`src/rtl/fm_pkg.sv`:
```
// Shared types and constants for the FM envelope generator.
// Holds the ADSR state encoding, level limits and the saturating level add.
package fm_pkg;

  typedef enum logic [1:0] {
    ATTACK  = 2'd0,
    DECAY   = 2'd1,
    SUSTAIN = 2'd2,
    RELEASE = 2'd3
  } eg_state_t;

  localparam logic [8:0] EG_MAX   = 9'h1FF;
  localparam int         EG_CNT_W = 12;
  localparam int         TREM_MAX = 26;

  function automatic logic [8:0] eg_sat_add(input logic [8:0] lvl, input logic [3:0] inc);
    logic [9:0] sum;
    sum = {1'b0, lvl} + {6'd0, inc};
    return (sum > {1'b0, EG_MAX}) ? EG_MAX : sum[8:0];
  endfunction

endpackage

```
`src/rtl/fm_eg_rate.sv`:
```
// Rate decoder: turns a 4-bit rate and the frame counter into a step strobe and increment.
// Latency: combinational.
// Backpressure: none.
import fm_pkg::*;

module fm_eg_rate (
  input  logic [3:0]          rate,
  input  logic [EG_CNT_W-1:0] eg_cnt,
  output logic                step_en,
  output logic [3:0]          inc
);

  logic [EG_CNT_W-1:0] mask;

  always_comb begin
    mask    = {EG_CNT_W{1'b1}} >> rate;
    step_en = 1'b0;
    inc     = 4'd1;
    if (rate == 4'd0) begin
      step_en = 1'b0;
    end else if (rate <= 4'd12) begin
      // Higher rates look at fewer low counter bits, so they fire more often.
      step_en = (eg_cnt & mask) == '0;
    end else begin
      step_en = 1'b1;
      inc     = 4'd1 << (rate - 4'd12);
    end
  end

endmodule

```
`src/rtl/fm_eg.sv`:
```
// Time-multiplexed ADSR envelope generator; FM_EG_TREMOLO_EN adds the tremolo triangle.
// Latency: env/env_valid/env_idx are registered one cycle after the op_valid strobe.
// Backpressure: none; every strobe is accepted and the sequencer owns the schedule.
import fm_pkg::*;

module fm_eg #(
  parameter int NUM_OPS = 36
) (
  input  logic       clk,
  input  logic       rst_n,
  input  logic       sample_tick,
  input  logic       op_valid,
  input  logic [5:0] op_idx,
  input  logic       key_on,
  input  logic [3:0] ar,
  input  logic [3:0] dr,
  input  logic [3:0] sl,
  input  logic [3:0] rr,
  input  logic       egt,
  input  logic [5:0] tl,
  input  logic       am,
  output logic [8:0] env,
  output logic       env_valid,
  output logic [5:0] env_idx
);

  localparam logic [5:0] LAST_OP = 6'(NUM_OPS - 1);

  logic [8:0]          level_q [NUM_OPS];
  eg_state_t           state_q [NUM_OPS];
  logic [NUM_OPS-1:0]  prev_key_q;
  logic [EG_CNT_W-1:0] eg_cnt;

  logic       in_range;
  logic       wr_en;
  logic [5:0] rd_idx;

  assign in_range = op_idx <= LAST_OP;
  assign wr_en    = op_valid && in_range;
  assign rd_idx   = in_range ? op_idx : 6'd0;

  logic       ar_step, dr_step, rr_step;
  logic [3:0] ar_inc, dr_inc, rr_inc;

  fm_eg_rate u_ar (.rate(ar), .eg_cnt(eg_cnt), .step_en(ar_step), .inc(ar_inc));
  fm_eg_rate u_dr (.rate(dr), .eg_cnt(eg_cnt), .step_en(dr_step), .inc(dr_inc));
  fm_eg_rate u_rr (.rate(rr), .eg_cnt(eg_cnt), .step_en(rr_step), .inc(rr_inc));

  logic [8:0]  lvl, lvl_next;
  eg_state_t   st, st_next;
  logic        pk;
  logic [9:0]  att_sub;
  logic [10:0] env_sum;
  logic [8:0]  env_next;

`ifdef FM_EG_TREMOLO_EN
  logic [7:0] trem_cnt;
  logic [4:0] trem_val;
  logic       trem_up;
`else
  logic unused_am;
  assign unused_am = am;
`endif

  always_comb begin
    lvl      = level_q[rd_idx];
    st       = state_q[rd_idx];
    pk       = prev_key_q[rd_idx];
    lvl_next = lvl;
    st_next  = st;
    // Attack step shrinks with level: ((level>>3)+1)*inc, at most 512.
    att_sub  = ({4'd0, lvl[8:3]} + 10'd1) * {6'd0, ar_inc};

    if (key_on && !pk) begin
      st_next = ATTACK;
      if (ar == 4'hF) lvl_next = 9'd0;
    end else if (!key_on && pk) begin
      st_next = RELEASE;
    end else begin
      case (st)
        ATTACK: begin
          if (ar_step)
            lvl_next = (att_sub >= {1'b0, lvl}) ? 9'd0 : (lvl - att_sub[8:0]);
          if (lvl_next == 9'd0) st_next = DECAY;
        end
        DECAY: begin
          if (dr_step) lvl_next = eg_sat_add(lvl, dr_inc);
          if (lvl_next >= {sl, 4'b0000}) st_next = SUSTAIN;
        end
        SUSTAIN: begin
          if (!egt && rr_step) lvl_next = eg_sat_add(lvl, rr_inc);
        end
        default: begin
          if (rr_step) lvl_next = eg_sat_add(lvl, rr_inc);
        end
      endcase
    end

    env_sum = {2'b00, lvl_next} + {3'b000, tl, 2'b00};
`ifdef FM_EG_TREMOLO_EN
    if (am) env_sum = env_sum + {6'd0, trem_val};
`endif
    env_next = (env_sum > {2'b00, EG_MAX}) ? EG_MAX : env_sum[8:0];
  end

  always_ff @(posedge clk or negedge rst_n) begin
    if (!rst_n) begin
      for (int i = 0; i < NUM_OPS; i++) begin
        level_q[i] <= EG_MAX;
        state_q[i] <= RELEASE;
      end
      prev_key_q <= '0;
      eg_cnt     <= '0;
      env        <= EG_MAX;
      env_valid  <= 1'b0;
      env_idx    <= 6'd0;
    end else begin
      if (sample_tick) eg_cnt <= eg_cnt + 1'b1;
      if (wr_en) begin
        level_q[rd_idx]    <= lvl_next;
        state_q[rd_idx]    <= st_next;
        prev_key_q[rd_idx] <= key_on;
        env                <= env_next;
      end
      env_valid <= wr_en;
      env_idx   <= op_idx;
    end
  end

`ifdef FM_EG_TREMOLO_EN
  // Triangle 0..26..0: one unit per step, a step every 64 frames.
  always_ff @(posedge clk or negedge rst_n) begin
    if (!rst_n) begin
      trem_cnt <= 8'd0;
      trem_val <= 5'd0;
      trem_up  <= 1'b1;
    end else if (sample_tick) begin
      trem_cnt <= trem_cnt + 8'd1;
      if (trem_cnt[5:0] == 6'd0) begin
        if (trem_up) begin
          trem_val <= trem_val + 5'd1;
          if (trem_val + 5'd1 == 5'(TREM_MAX)) trem_up <= 1'b0;
        end else begin
          trem_val <= trem_val - 5'd1;
          if (trem_val == 5'd1) trem_up <= 1'b1;
        end
      end
    end
  end
`endif

endmodule

```
`config.mk`:
```
export PLATFORM = sky130hd
export DESIGN_NAME = fm_eg
export DESIGN_NICKNAME = d
export VERILOG_FILES = /design/src/rtl/fm_pkg.sv /design/src/rtl/fm_eg_rate.sv /design/src/rtl/fm_eg.sv
export SDC_FILE = /design/constraint.sdc
export NUM_CORES = 1
export LEC_CHECK = 0
export ABC_AREA = 1
export ABC_CLOCK_PERIOD_IN_PS = 8400
export BUFFER_PORTS_ARGS = -buffer_cell sky130_fd_sc_hd__clkbuf_2
export CORE_ASPECT_RATIO = 1.2
export CORE_MARGIN = 2
export CORE_UTILIZATION = 45
export CTS_CLUSTER_DIAMETER = 150
export DETAILED_ROUTE_END_ITERATION = 7
export GPL_TIMING_DRIVEN = 0
export MAX_ROUTING_LAYER = met4
export SYNTH_ARGS = -nofsm -noshare
export SYNTH_HDL_FRONTEND = slang
export SYNTH_SLANG_ARGS = --single-unit
```
`constraint.sdc`:
```
create_clock -name clk -period 8.4 [get_ports clk]
set_input_delay 0.84 -clock clk [delete_from_list [all_inputs] [get_ports clk]]
set_output_delay 0.84 -clock clk [all_outputs]
set_load 0.02 [all_outputs]
```
After elaboration in Yosys (flattened, before gate mapping) --
Cells that the tools add are included.
Word-level totals: bits in registers 460, word-level logic and storage cells 183, input bits 35, output and inout bits 16
Operators by class: mux-type cells 53, $mul 1, shift operators 6, reductions and logical operators 17, equality and inequality tests 3, add/sub/neg operators 9, order comparisons 13, bitwise gates (word level) 4
Operators with widths (number):
- $bwmux 324 | 1
- $mux 9 | 20
- $bwmux 72 | 1
- $bmux 9 s6 | 1
- $demux 9 s6 | 1
- $and 12x12->12 | 3
- $bwmux 36 | 1
- $logic_not 12->1 | 3
- $shr 12x4->12 const A | 3
- $gt 10x9->1 const B | 3
- $pmux 9 s3 | 1
- $mux 4 | 6
- $add 9x4->10 | 2
- $mux 2 | 7
- $add 12x1->12 const B | 1
- $bmux 2 s6 | 1
- $demux 2 s6 | 1
- $le 4x4->1 const B | 3
- $logic_not 4->1 | 3
- $shl 1x4->4 const A | 3
- $sub 4x4->4 const B | 3
- $add 9x8->10 | 1
- $ge 10x9->1 | 1
- $mul 7x4->10 | 1
- 21 further kinds | 35

Depth between registers and ports, before layout --
depth after elaboration 20, depth in mapped cells 63, depth with buffers taken out 58

Cells and area by module --
Synthesis repeated with hierarchy kept, for this count alone.
Unflattened totals: cells, all modules 3501, area, all modules 26640.6 um^2
Modules (own cells, without submodules):
- fm_eg | area each 25946.1 um^2, instances 1, cells each 3357, seq. area each 12017.8 um^2
- fm_eg_rate | area each 231.5 um^2, instances 3, cells each 48, seq. area each 0.0 um^2

Least setup slack after synthesis --
OpenSTA, ideal clock, no wires.
path kind input-to-reg, start point input op_idx[2], end point register env[8], path slack 453 ps, data arrival time 7871 ps, setup time 76 ps, required time 8324 ps, stages on the path 57, buffers on the path 4, cell sequence buf_6 > nor2_4 > nand2_4 > nand2_4 > buf_6 > nand4_4 > inv_2 > nand2_1 > nand2_1 > nor2_1 > nand2_1 > nand3_1 > nand3_2 > clkbuf_1 > ha_1 > inv_1 > nor3_1 > nor2_1 > (+21 left out) > nand2_1 > nand2_1 > nand2_1 > nand2_2 > a21boi_4 > buf_6 > ha_1 > a21oi_1 > and2_1 > inv_1 > a21oi_1 > o21bai_1 > nand2_1 > nand2_1 > nand3_2 > nand2_1 > nor2_1 > nor2_1
On the way: cells in the longest elaborated chain, start to end 20, elaborated cells between the ends (all ways) 46, those cells by class 5 x add/sub; 1 x mul; 5 x order compare; 2 x eq/ne; 27 x mux; 1 x bitwise; 5 x reduce/logical
Ends and longest elaborated chain:
- start: declaration | line fm_eg.sv:13 | input logic [5:0] op_idx,
- $le 6x6->1 | line fm_eg.sv:38 | assign in_range = op_idx <= LAST_OP;
- $mux 6 * | line fm_eg.sv:40 | assign rd_idx = in_range ? op_idx : 6'd0;
- $not 6->7 (implied by the code) | line fm_eg.sv:66, fm_eg.sv:67
- $bmux 9 s6 | line fm_eg.sv:66 | lvl = level_q[rd_idx];
- $mux 9 (implied by the code) (2 in a row) | line fm_eg.sv:66
- $add 6x1->7 | line fm_eg.sv:72 | att_sub = ({4'd0, lvl[8:3]} + 10'd1) * {6'd0, ar_inc};
- $mul 7x4->10 | line fm_eg.sv:72
- $sub 9x9->9 or $ge 10x9->1 (tied branches) | line fm_eg.sv:83 | lvl_next = (att_sub >= {1'b0, lvl}) ? 9'd0 : (lvl - att_sub[8:0]);
- (+4 left out)
- $mux 9 | line fm_eg.sv:74 | if (key_on && !pk) begin
- $pmux 9 s3 | line fm_eg.sv:80 | case (st)
- $mux 9 | line fm_eg.sv:77 | end else if (!key_on && pk) begin
- $mux 9 * | line fm_eg.sv:74
- net lvl_next[4] | line fm_eg.sv:49 | logic [8:0] lvl, lvl_next;
- $add 9x8->10 * | line fm_eg.sv:99 | env_sum = {2'b00, lvl_next} + {3'b000, tl, 2'b00};
- $gt 10x9->1 | line fm_eg.sv:103 | env_next = (env_sum > {2'b00, EG_MAX}) ? EG_MAX : env_sum[8:0];
- $mux 9 * | line fm_eg.sv:103
- end signal: assignment | line fm_eg.sv:123 | env <= env_next;
- end: declaration | line fm_eg.sv:22 | output logic [8:0] env,
The timed path passes the listed nets; every way through them passes the cells marked *. The select of a mux whose other input is x is not followed. A chain may end at the register's enable or synchronous reset.

Worst setup path in the final report --
start point input op_idx[0], end point register state_q[45] (netlist name)
On the way: cells in the longest elaborated chain, start to end 20, elaborated cells between the ends (all ways) 46, those cells by class 3 x add/sub; 1 x mul; 6 x order compare; 1 x eq/ne; 27 x mux; 1 x bitwise; 7 x reduce/logical
Ends and longest elaborated chain:
- $le 6x6->1 | line fm_eg.sv:38
- $mux 6 | line fm_eg.sv:40
- $not 6->7 (implied by the code) | line fm_eg.sv:66, fm_eg.sv:67, fm_eg.sv:121
- $bmux 9 s6 | line fm_eg.sv:66
- $mux 9 (implied by the code) (2 in a row) | line fm_eg.sv:66
- $add 6x1->7 | line fm_eg.sv:72
- $mul 7x4->10 | line fm_eg.sv:72
- $sub 9x9->9 or $ge 10x9->1 (tied branches) | line fm_eg.sv:83
- (+3 left out)
- $mux 9 | line fm_eg.sv:77
- $mux 9 | line fm_eg.sv:74
- $logic_not 9->1 | line fm_eg.sv:84 | if (lvl_next == 9'd0) st_next = DECAY;
- $mux 2 | line fm_eg.sv:84
- $pmux 2 s2 | line fm_eg.sv:80
- $mux 2 | line fm_eg.sv:77
- $mux 2 | line fm_eg.sv:74
- $bwmux 72 | line fm_eg.sv:121 | state_q[rd_idx] <= st_next;
- end signal: indexed assignment | line fm_eg.sv:121
- end: declaration | line fm_eg.sv:30 | eg_state_t state_q [NUM_OPS];
Parallel ways exist; a longest one is shown, timed or not. The select of a mux whose other input is x is not followed.

==> results.md <==
- Status: finished with violations
- Failing checks: max-capacitance violations, max-slew violations
- Die extent in x: 217 um
- Final HPWL DP: 70300 um
- Switching Power: 0.00269 W
- Worst skew pair latency: 600 ps
- Synth Register Bits: 460
- Leak: 12.7 nW
- Ratio of cells with drive above 1 in the final layout: 26.6%
- # hold bufs at CTS: 0
- Core area: 53900 sq um
- Largest net degree at the start of global routing: 111
- Int Power: 0.00496 W
- Slew Limit Fails: 11
- Number of DRC markers in iteration 0: 2825
- Sw Share: 35.2%
- Data required, critical path: 8900 ps
- Total detailed-routing wirelength: 102000 um
- CP Data Arrival Time: 8850 ps
- Synth Instances: 3035
- DRT Pass-1 Iters: 7
- Number of max-cap violations: 1
- Final Hold Vio Count: 0
- Crit path max fanout: 10
- Fin crit share: 99.3%
- Die height: 260 um
- Fillers: 5074
- Worst vdd ir: 211 uV
- DRC Markers: 0
- Clock sink count: 460
- Finish-stage setup viols: 0
- Maximum clock frequency: 0.120 GHz
- Row count: 93
- TritonCTS clock tree: built
- Worst Skew: 29.4 ps
- Number of distinct library cells after synthesis: 61
- Clk pin slew, worst setup/hold paths: 70 ps
- Final Hold Slack: 278 ps
- Post-route minimum period: 8340 ps
- Vias per cell: 5.90
- Sequential fraction of the synthesis area: 48.8%
- Port-buffer cells: 49
- CTS buffer count: 48
- Clock Power Share: 30.5%
- Tightest Hold Check Type: input port to asynchronous set/reset pin
- Unrepaired setup endpoints after global routing: yes
- Nets: 3319
- Starting Density: 45.7%
- H-tree depth: 2
- Worst-Margin Slew: 1510 ps
- Net count after synthesis: 3138
- Most used DFF post-synth: dfstp_2
- Io pins: 51
- Post-Synthesis Cell Area: 24600 sq um
- Root buffer cell: clkbuf_16
- End-of-flow core utilization: 54.1%
- Ys async rst share: 100%
- Post-synth EDFFs: 0
- DR vias: 23400
- Synth warnings: 0
- Remaining Overflow, GRT: 0
- Avg Cell Area, Syn: 8.11 sq um
- Slew headroom: -0.634%
- Initial antenna violation count: 4
- Critical Path End Type: flip-flop
- Area Growth Syn to Fin: 18.4%
- Comb pwr share: 29.0%
- Critical path type: input port to flip-flop
- GRT Total Usage: 36.7%
- Final Wtd Congestion: 0.981
- Vias in the first global route: 22200
- Longest Clk Path Bufs: 3
- Post-route antenna net violation count: 0
- First-pass GRT wire length: 147000 um
- Full die area: 56600 sq um
- Crit start category: input port
- DR WL/cell: 25.7 um
- Sequential share of power: 40.5%
- Pwr/cell area: 262 nW/um^2
==> Yosys cell counts (7+ instances only) <==
cell type  count  area, sq um
buf_1          8         30.0
nor2_1       197          739
o211ai_1       7         52.6
clkinv_1      27          101
nand2_4        7         78.8
o21ai_0      284         1420
ha_1          54          676
a31oi_1        9         56.3
buf_6         18          203
o221ai_1       9         78.8
nor2_2         7         43.8
nor3_1        16         80.1
fa_1          14          280
a21oi_1       85          425
nand3_1      207         1040
xnor2_1        8         70.1
nand2_2       16          100
dfstp_2      405        10600
o22ai_1       47          294
inv_2         14         52.6
or2_2         10         62.6
nand4_1       31          194
xor2_1        25          219
buf_2         26          130
inv_1        181          679
nand2_1     1006         3780
a221oi_1       7         61.3
dfrtp_1       55         1380
a22oi_1       58          435
o21ai_1       47          235
clkbuf_1      63          236
buf_4         21          158
nor4_1         7         43.8
==> power by group through the flow <==
stage          registers [W]  clock network (W)  logic (W)
3_5_place_dp         0.00311                  0    0.00193
6_report             0.00310            0.00233    0.00222
2_1_floorplan        0.00306                  0    0.00119
4_1_cts              0.00309            0.00234    0.00203
5_1_grt              0.00314            0.00242    0.00239
3_3_place_gp         0.00310                  0    0.00189
==> cells in the final DEF, fill, tap and decap left out, types with 13 or more instances in the layout <==
| cell | netlist | routed |
|---|---|---|
| nor2_2 | 7 | 17 |
| nand4_1 | 31 | 31 |
| o21ai_0 | 284 | 280 |
| clkbuf_1 | 63 | 67 |
| o21ai_1 | 47 | 49 |
| nand2_2 | 16 | 30 |
| buf_6 | 18 | 25 |
| dfrtp_1 | 55 | 55 |
| ha_1 | 54 | 45 |
| nor2_1 | 197 | 184 |
| nor3_1 | 16 | 15 |
| fa_1 | 14 | 13 |
| inv_2 | 14 | 16 |
| dfstp_2 | 405 | 405 |
| buf_2 | 26 | 22 |
| buf_4 | 21 | 83 |
| a21oi_1 | 85 | 72 |
| xor2_1 | 25 | 19 |
| o22ai_1 | 47 | 45 |
| nand2_1 | 1006 | 984 |
| clkinv_1 | 27 | 25 |
| nand3_1 | 207 | 196 |
| clkbuf_16 | 0 | 50 |
| clkbuf_2 | 3 | 48 |
| inv_1 | 181 | 168 |
| a22oi_1 | 58 | 58 |
==> final timing paths <==
| kind | startpoint | to | slack [ps] | cells past startpoint |
|---|---|---|---|---|
| worst max-delay path | op_idx[0] | state_q[45]$_DFFE_PN1P_ | 60 | 28 |
| worst min-delay path | rst_n | prev_key_q[23]$_DFFE_PN0P_ | 280 | 1 |
| worst max register to register | level_q[203]$_DFFE_PN1P_ | env[7]$_DFFE_PN1P_ | 850 | 48 |
| worst min register to register | level_q[43]$_DFFE_PN1P_ | level_q[43]$_DFFE_PN1P_ | 460 | 2 |
| max in group asynchronous | rst_n | prev_key_q[3]$_DFFE_PN0P_ | 6690 | 3 |
| min in group clk | op_idx[4] | env_idx[4]$_DFF_PN0_ | 370 | 1 |
==> sequential cells by signal (all words and copies together), names as in the netlist <==
name,flops
eg_cnt,12
env_valid,1
env,9
level_q,324
prev_key_q,36
state_q,72
env_idx,6
==> through the flow <==
step | power, W | cells | worst slack (ps) | setup TNS, ps | instance area [sq um]
floorplan | 0.00426 | 3035 | 453 | 0 | 24600
global placement | 0.00499 | 3796 | -3630 | -710070 | 25700
detailed placement | 0.00504 | 3800 | -2600 | -383730 | 25900
CTS | 0.00745 | 3909 | 2.13 | 0 | 28200
global route | 0.00795 | 3968 | -87.6 | -356 | 29200
finish | 0.00765 | 3968 | 55.2 | 0 | 29200
==> worst max-delay path: stages <==
cell and delay [ps]:
buf_2 270, nand4_4 250, inv_4 160, buf_6 240, buf_2 490, buf_1 1140, a22oi_1 290, nand4_1 260
nand3_1 230, o211ai_1 180, nand2_2 200, inv_1 240, ha_1 210, inv_1 60, fa_1 390, nand3b_1 170
a21oi_1 390, nand3_1 150, xor2_1 210, nand2_1 80, ha_1 310, a21oi_1 130, o21ai_0 110, a211oi_1 400
a21oi_1 160, o21ai_2 650, clkbuf_2 420, o21ai_0 160
==> kinds of logic (layout without fill, tap and decap cells) <==
family / after synthesis / after routing / synth area share, %
and+or+nand+nor: 1526 / 1527 / 25.9
other: 0 / 3 / 0
xor gates and xnor gates: 33 / 33 / 1.17
buffers and inverters: 362 / 579 / 6.55
AOI/OAI and AO/OA: 586 / 586 / 13.7
adders and majority gates: 68 / 68 / 3.88
DFF: 460 / 460 / 48.8
==> timing repair <==
action	in CTS	in global routing
setup endpoints to repair	378	39
resized for setup	124	127
buffers inserted	21	55
pin swaps	21	82
cloned	1	1
==> cell type report <==
cell class              count  area, sq um  area share [%]
inverters                 223          891            3.06
clock inverters            18          272           0.931
repair buffers            131         1040            3.58
clock buffers              69         1410            4.84
plain buffers             138          972            3.34
flip-flops and latches    460        12000            41.2
multi-input cells        2214        11600            39.9
well taps                 712          891            3.06
diodes                      3         7.51          0.0258
==> per-layer routing <==
layer | GRT usage, % | part of all wire (%) | routed length (um)
met1 | 42.1 | 36 | 37000
met2 | 59.2 | 48 | 48500
met3 | 7.32 | 8.6 | 8780
met4 | 22.5 | 7.5 | 7680
met5 | - | 0 | 0
No activity file was read; power rests on OpenSTA's default activity.
